`src/rtl/branch_predictor.sv`:
```
`default_nettype none
// ============================================================================
// Module   : branch_predictor
// Purpose  : Fetch-side branch predictor. It is a direct-mapped BTB with a
//            2-bit saturating counter in each entry.
//            - IF looks up the fetch PC combinationally.
//            - EX trains the table with the resolved outcome and target.
//            - It flags mispredicts and keeps saturating performance counters.
//            - After reset, a sweep clears the whole table before it goes live.
// Ports    : i_clk, i_reset          clock, synchronous active-high reset
//            i_if_pc                 fetch PC to look up
//            o_pred_taken/_target    prediction for i_if_pc
//            o_ready                 table sweep complete, predictor live
//            i_upd_*                 resolved instruction from EX
//            o_mispredict            redirect request (combinational)
//            o_br_count              resolved conditional branches
//            o_mispred_count         mispredicts
// Revision : 1.0  initial release
// ============================================================================
module branch_predictor #(
  parameter int DEPTH = 64,
  parameter int IDX_W = $clog2(DEPTH)
) (
  input  logic        i_clk,
  input  logic        i_reset,
  input  logic [31:0] i_if_pc,
  output logic        o_pred_taken,
  output logic [31:0] o_pred_target,
  output logic        o_ready,
  input  logic        i_upd_valid,
  input  logic [31:0] i_upd_pc,
  input  logic        i_upd_is_br,
  input  logic        i_upd_is_jmp,
  input  logic        i_upd_taken,
  input  logic [31:0] i_upd_target,
  input  logic        i_upd_pred_taken,
  input  logic [31:0] i_upd_pred_target,
  output logic        o_mispredict,
  output logic [31:0] o_br_count,
  output logic [31:0] o_mispred_count
);

  localparam int TAG_W = 32 - IDX_W - 2;

  typedef enum logic [0:0] {
    ST_INIT = 1'b0,
    ST_RUN  = 1'b1
  } state_t;

  state_t             r_state;
  state_t             w_state_nxt;
  logic [IDX_W-1:0]   r_sweep_idx;
  logic [IDX_W-1:0]   w_sweep_nxt;

  logic               r_valid  [DEPTH];
  logic [TAG_W-1:0]   r_tag    [DEPTH];
  logic [31:0]        r_target [DEPTH];
  logic [1:0]         r_ctr    [DEPTH];

  logic [31:0]        r_br_count;
  logic [31:0]        r_mispred_count;

  logic               w_run;
  logic [IDX_W-1:0]   w_lk_idx;
  logic [TAG_W-1:0]   w_lk_tag;
  logic               w_lk_hit;
  logic [IDX_W-1:0]   w_up_idx;
  logic [TAG_W-1:0]   w_up_tag;
  logic               w_up_hit;
  logic               w_is_jmp;
  logic               w_is_br;
  logic               w_mispredict;
  logic               w_unused;

  // The PC byte offset never takes part in indexing or tag matching.
  assign w_unused = ^{i_if_pc[1:0], i_upd_pc[1:0]};

  assign w_run = (r_state == ST_RUN);

  // ---------------- sweep FSM ----------------
  always_ff @(posedge i_clk) begin
    if (i_reset) begin
      r_state     <= ST_INIT;
      r_sweep_idx <= '0;
    end else begin
      r_state     <= w_state_nxt;
      r_sweep_idx <= w_sweep_nxt;
    end
  end

  always_comb begin
    w_state_nxt = r_state;
    w_sweep_nxt = r_sweep_idx;
    case (r_state)
      ST_INIT: begin
        w_sweep_nxt = r_sweep_idx + IDX_W'(1);
        if (r_sweep_idx == IDX_W'(DEPTH - 1)) begin
          w_state_nxt = ST_RUN;
        end
      end
      ST_RUN:  w_state_nxt = ST_RUN;
      default: w_state_nxt = ST_INIT;
    endcase
  end

  assign o_ready = w_run;

  // ---------------- lookup ----------------
  assign w_lk_idx = i_if_pc[IDX_W+1:2];
  assign w_lk_tag = i_if_pc[31:IDX_W+2];
  assign w_lk_hit = r_valid[w_lk_idx] && (r_tag[w_lk_idx] == w_lk_tag);

  assign o_pred_taken  = w_run && w_lk_hit && r_ctr[w_lk_idx][1];
  assign o_pred_target = o_pred_taken ? r_target[w_lk_idx] : (i_if_pc + 32'd4);

  // ---------------- update decode ----------------
  assign w_up_idx = i_upd_pc[IDX_W+1:2];
  assign w_up_tag = i_upd_pc[31:IDX_W+2];
  assign w_up_hit = r_valid[w_up_idx] && (r_tag[w_up_idx] == w_up_tag);

  // If both class bits are set, the instruction is treated as a jump.
  assign w_is_jmp = i_upd_is_jmp;
  assign w_is_br  = i_upd_is_br && !i_upd_is_jmp;

  always_comb begin
    w_mispredict = 1'b0;
    if (w_run && i_upd_valid) begin
      if (w_is_jmp || w_is_br) begin
        w_mispredict = (i_upd_taken != i_upd_pred_taken) ||
                       (i_upd_taken && (i_upd_target != i_upd_pred_target));
      end else begin
        // A non-control instruction that was predicted taken sent fetch astray.
        w_mispredict = i_upd_pred_taken;
      end
    end
  end

  assign o_mispredict = w_mispredict;

  // ---------------- table write ----------------
  // Writes land at the clock edge, so a same-cycle lookup still sees the old entry.
  always_ff @(posedge i_clk) begin
    if (!i_reset) begin
      if (r_state == ST_INIT) begin
        r_valid[r_sweep_idx] <= 1'b0;
        r_ctr[r_sweep_idx]   <= 2'd0;
      end else if (i_upd_valid) begin
        if (w_is_jmp) begin
          r_valid[w_up_idx]  <= 1'b1;
          r_tag[w_up_idx]    <= w_up_tag;
          r_target[w_up_idx] <= i_upd_target;
          r_ctr[w_up_idx]    <= 2'd3;
        end else if (w_is_br) begin
          if (w_up_hit) begin
            if (i_upd_taken) begin
              r_target[w_up_idx] <= i_upd_target;
              if (r_ctr[w_up_idx] != 2'd3) begin
                r_ctr[w_up_idx] <= r_ctr[w_up_idx] + 2'd1;
              end
            end else if (r_ctr[w_up_idx] != 2'd0) begin
              r_ctr[w_up_idx] <= r_ctr[w_up_idx] - 2'd1;
            end
          end else if (i_upd_taken) begin
            // A new taken branch starts weakly taken.
            r_valid[w_up_idx]  <= 1'b1;
            r_tag[w_up_idx]    <= w_up_tag;
            r_target[w_up_idx] <= i_upd_target;
            r_ctr[w_up_idx]    <= 2'd2;
          end
        end else if (w_up_hit) begin
          // A non-control instruction matched an entry, so the entry is a stale alias.
          r_valid[w_up_idx] <= 1'b0;
        end
      end
    end
  end

  // ---------------- performance counters ----------------
  always_ff @(posedge i_clk) begin
    if (i_reset) begin
      r_br_count      <= '0;
      r_mispred_count <= '0;
    end else if (w_run) begin
      if (i_upd_valid && w_is_br && (r_br_count != 32'hFFFF_FFFF)) begin
        r_br_count <= r_br_count + 32'd1;
      end
      if (w_mispredict && (r_mispred_count != 32'hFFFF_FFFF)) begin
        r_mispred_count <= r_mispred_count + 32'd1;
      end
    end
  end

  assign o_br_count      = r_br_count;
  assign o_mispred_count = r_mispred_count;

endmodule
`default_nettype wire

```
`config.mk`:
```
export PLATFORM = sky130hd
export DESIGN_NAME = branch_predictor
export DESIGN_NICKNAME = d
export VERILOG_FILES = /design/src/rtl/branch_predictor.sv
export SDC_FILE = /design/constraint.sdc
export NUM_CORES = 2
export LEC_CHECK = 0
export CORE_ASPECT_RATIO = 1.2
export CORE_MARGIN = 2
export CORE_UTILIZATION = 60
export DETAILED_ROUTE_END_ITERATION = 8
export PLACE_DENSITY = 0.76
export SYNTH_ARGS = -nofsm -noshare
export SYNTH_HDL_FRONTEND = slang
export SYNTH_SLANG_ARGS = --single-unit
```
`constraint.sdc`:
```
create_clock -name i_clk -period 23.3 [get_ports i_clk]
set_input_delay 5.825 -clock i_clk [delete_from_list [all_inputs] [get_ports i_clk]]
set_output_delay 5.825 -clock i_clk [all_outputs]
set_load 0.01 [all_outputs]
```
==> flow_summary.yaml <==
outcome:
  status: "finished clean"
clock_network:
  clkSinkCount: 3847
  post-cts-setup-buffer-count: 0
  clk_latency_ps: 950
  cts_resized: 0
  cts_buffers: 370
  clockBufferDepth: 4
  path_clk_slew_ps: 60
  ctsHoldBuffers: 0
  cts_tree: "done"
  cts_root_buffer: "clkbuf_16"
  cts_max_level: 5
logic_synthesis:
  avgSynthCellArea_um2: 20.46
  yosys.area_share.simple_pct: 2.357
  synth.ff_latch_count: 3847
  synth_compound_area_share_pct: 3.569
  async_reset_ff_share_pct: 0
  synthXorXnorAreaFrac_pct: 0.8665
  yosys_warnings: 0
  synth_area_um2: 162700
  synth.area.mux_share_pct: 21.04
  synth_top_family_by_area: "multiplexers"
  yosys-top-cells-area: "edfxtp_1 70%, mux4_2 19%, mux2i_1 1.4%"
  synthAdderAreaFrac_pct: 0.04613
  synth_edf_count: 3776
  yosysUniqueCellTypes: 75
  netlist.area_leader.share_pct: 69.68
  synthCells: 7954
  synthTopCellsByCount: "3776 x edfxtp_1, 1360 x mux4_2, 300 x nor2_1"
  synth.most_common_cell: "edfxtp_1"
  synth_top_area_cell: "edfxtp_1"
  ys_seq_area_share_pct: 70.55
  synth_flop_cell: "edfxtp_1"
  synthesis.nets: 8095
critical_path:
  crit_fanout: 95
  reg2reg_from: "r_tag[11][5]$_DFFE_PP_"
  r2r_end: "r_valid[47]$_DFFE_PP_"
  criticalPathCategory: "input port to output port"
  reg2reg_depth: 13
  crit_required_ps: 17480
  arrival_ps: 12320
  r2r_setup_slack_ps: 15570
  startpoint: "i_if_pc[2]"
  endpoint_kind: "output port"
  setup.worst_path.start_class: "input port"
  crit_end: "o_pred_target[10]"
pwr:
  p_leak_nw: 56.64
  cellPowerDensity_nw_per_um2: 80.08
  max-vdd-ir-drop_mv: 0.07166
grt:
  grt_pass1_vias: 92790
  grt_pass1_wl_um: 697400
  overflow: 0
  grt_usage_pct: 36.15
  grt_max_degree: 132
  antenna_found_initial: 53
timing:
  worst_slew_pin_slew_ps: 1330
  timing.final.ws_setup_ps: 5151
  slew_headroom_pct: 11.34
  hold_viol_final: 0
  skew_ps: 81.91
  whs_ps: 509.4
  tns_ps: 0
  period_needed_ps: 18150
  period_share_pct: 77.89
  rsz0062_at_grt: "false"
  setup_viol: 0
  slew_viol_final: 0
  fmax_mhz: 55.10
place:
  port_buffers: 231
  dp_worst_setup_slack_ps: 5213
  dp_hpwl_um: 272700
  placedCellCount: 11500
  gp_congestion: 0.8975
detailed_routing:
  vias: 92690
  ant_nets: 0
  wl_per_cell_um: 40.92
  drt-initial-drc-count: 15200
  wl_um: 499900
  viasPerCell: 7.586
  drc: 0
  firstDrtPassIters: 6
layout:
  fill_cells: 16380
  layout.nets: 8429
  drive_gt1_share_pct: 28.89
  syn_to_final_growth_pct: 12.09
  final_cells: 12220
  utilization_pct: 67.59
floorplanning:
  coreArea_um2: 269900
  die_h_um: 574.5
  rows: 209
  dieWidth_um: 479.4
  ios: 234
  dieArea_um2: 275400
  start_util_pct: 60.30
min_path:
  hold_class: "register to register"
job:
  max_cap_violations: 0
==> layout by cell type, fill, tap and decap left out, types with 11 or more instances in the layout <==
| cell type | n |
|---|---|
| mux4_2 | 1360 |
| a221oi_1 | 150 |
| bufinv_16 | 40 |
| mux2_2 | 61 |
| o21ai_0 | 58 |
| nand4_1 | 45 |
| nor2_1 | 163 |
| xor2_1 | 64 |
| clkbuf_1 | 62 |
| o21ai_1 | 117 |
| buf_12 | 16 |
| o2bb2ai_1 | 15 |
| nand3b_1 | 11 |
| clkinv_1 | 74 |
| and4_1 | 11 |
| inv_1 | 22 |
| diode_2 | 49 |
| a221o_1 | 32 |
| xnor2_1 | 97 |
| nor4_1 | 14 |
| a22oi_1 | 140 |
| nor2_4 | 131 |
| mux2_1 | 62 |
| o22ai_1 | 103 |
| and2_1 | 13 |
| a21oi_1 | 66 |
| a22o_1 | 35 |
| mux2i_1 | 220 |
| clkdlybuf4s50_1 | 165 |
| dfxtp_1 | 71 |
| a31oi_1 | 35 |
| and3_1 | 25 |
| nand2_1 | 261 |
| clkbuf_16 | 377 |
| buf_2 | 57 |
| nand3_1 | 90 |
| buf_4 | 270 |
| edfxtp_1 | 3776 |
| clkinv_2 | 79 |
==> area by class of cell <==
class | instances | area, µm² | area share, %
inverters | 26 | 105.1 | 0.05762
well taps | 3587 | 4488 | 2.461
clock inverters | 224 | 2278 | 1.249
flip-flops and latches | 3847 | 114800 | 62.95
diodes | 49 | 122.6 | 0.06723
clock buffers | 442 | 9699 | 5.318
multi-input cells | 3527 | 46480 | 25.48
repair buffers | 516 | 4412 | 2.419
==> cell families (layout without fill, tap and decap cells) <==
family / after synthesis / after routing
muxes: 1704 / 1704
other: 0 / 49
xor gates and xnor gates: 161 / 161
DFF: 3847 / 3847
adders and majority gates: 6 / 6
buffers and inverters: 580 / 1208
AOI/OAI and AO/OA: 820 / 820
and+or+nand+nor: 836 / 836
==> power by group <==
group	total, mW	switching (mW)	internal, mW
sequential	7.59	0.00149	7.59
combinational	0.954	0.597	0.358
clock	6.06	2.64	3.42
total	14.6	3.24	11.4
==> per-stage QoR <==
stage | power (mW) | instance area, µm²
global placement | 8.636 | 170300
floorplan | 8.260 | 162700
detailed placement | 8.655 | 170300
finish | 14.61 | 182400
CTS | 14.60 | 182300
global route | 14.89 | 182300
==> sequential cells by signal (all words and copies together), names as in the netlist <==
register,count
o_br_count,32
o_mispred_count,32
o_ready,1
r_ctr,128
r_sweep_idx,6
r_tag,1536
r_target,2048
r_valid,64
==> worst min-delay path by stage <==
| stage | slack, ps | cells after the start | from | endpoint |
|---|---|---|---|---|
| 6_report | 510 | 2 | o_mispred_count[26]$_SDFFE_PP0P_ | o_mispred_count[26]$_SDFFE_PP0P_ |
| 5_1_grt | 550 | 2 | r_sweep_idx[0]$_SDFFE_PP0N_ | r_sweep_idx[0]$_SDFFE_PP0N_ |
| 4_1_cts | 510 | 2 | o_mispred_count[26]$_SDFFE_PP0P_ | o_mispred_count[26]$_SDFFE_PP0P_ |
| 3_5_place_dp | 500 | 2 | o_mispred_count[28]$_SDFFE_PP0P_ | o_mispred_count[28]$_SDFFE_PP0P_ |
| 3_3_place_gp | 480 | 2 | o_mispred_count[26]$_SDFFE_PP0P_ | o_mispred_count[26]$_SDFFE_PP0P_ |
| 2_1_floorplan | 480 | 2 | r_sweep_idx[0]$_SDFFE_PP0N_ | r_sweep_idx[0]$_SDFFE_PP0N_ |
==> routing by layer <==
metal / wire [µm] / track usage [%]
met5: 178 / 0
met4: 38010 / 22.59
met3: 60230 / 8.677
met2: 244900 / 58.50
met1: 156500 / 44.27
==> critical path: stages <==
cell,delay (ps)
buf_16,400
buf_4,680
buf_4,690
buf_12,680
buf_4,790
ha_1,930
nand3_1,190
xnor2_1,840
mux2_1,350
clkdlybuf4s50_1,580
Power figures use the tool's default switching activity.
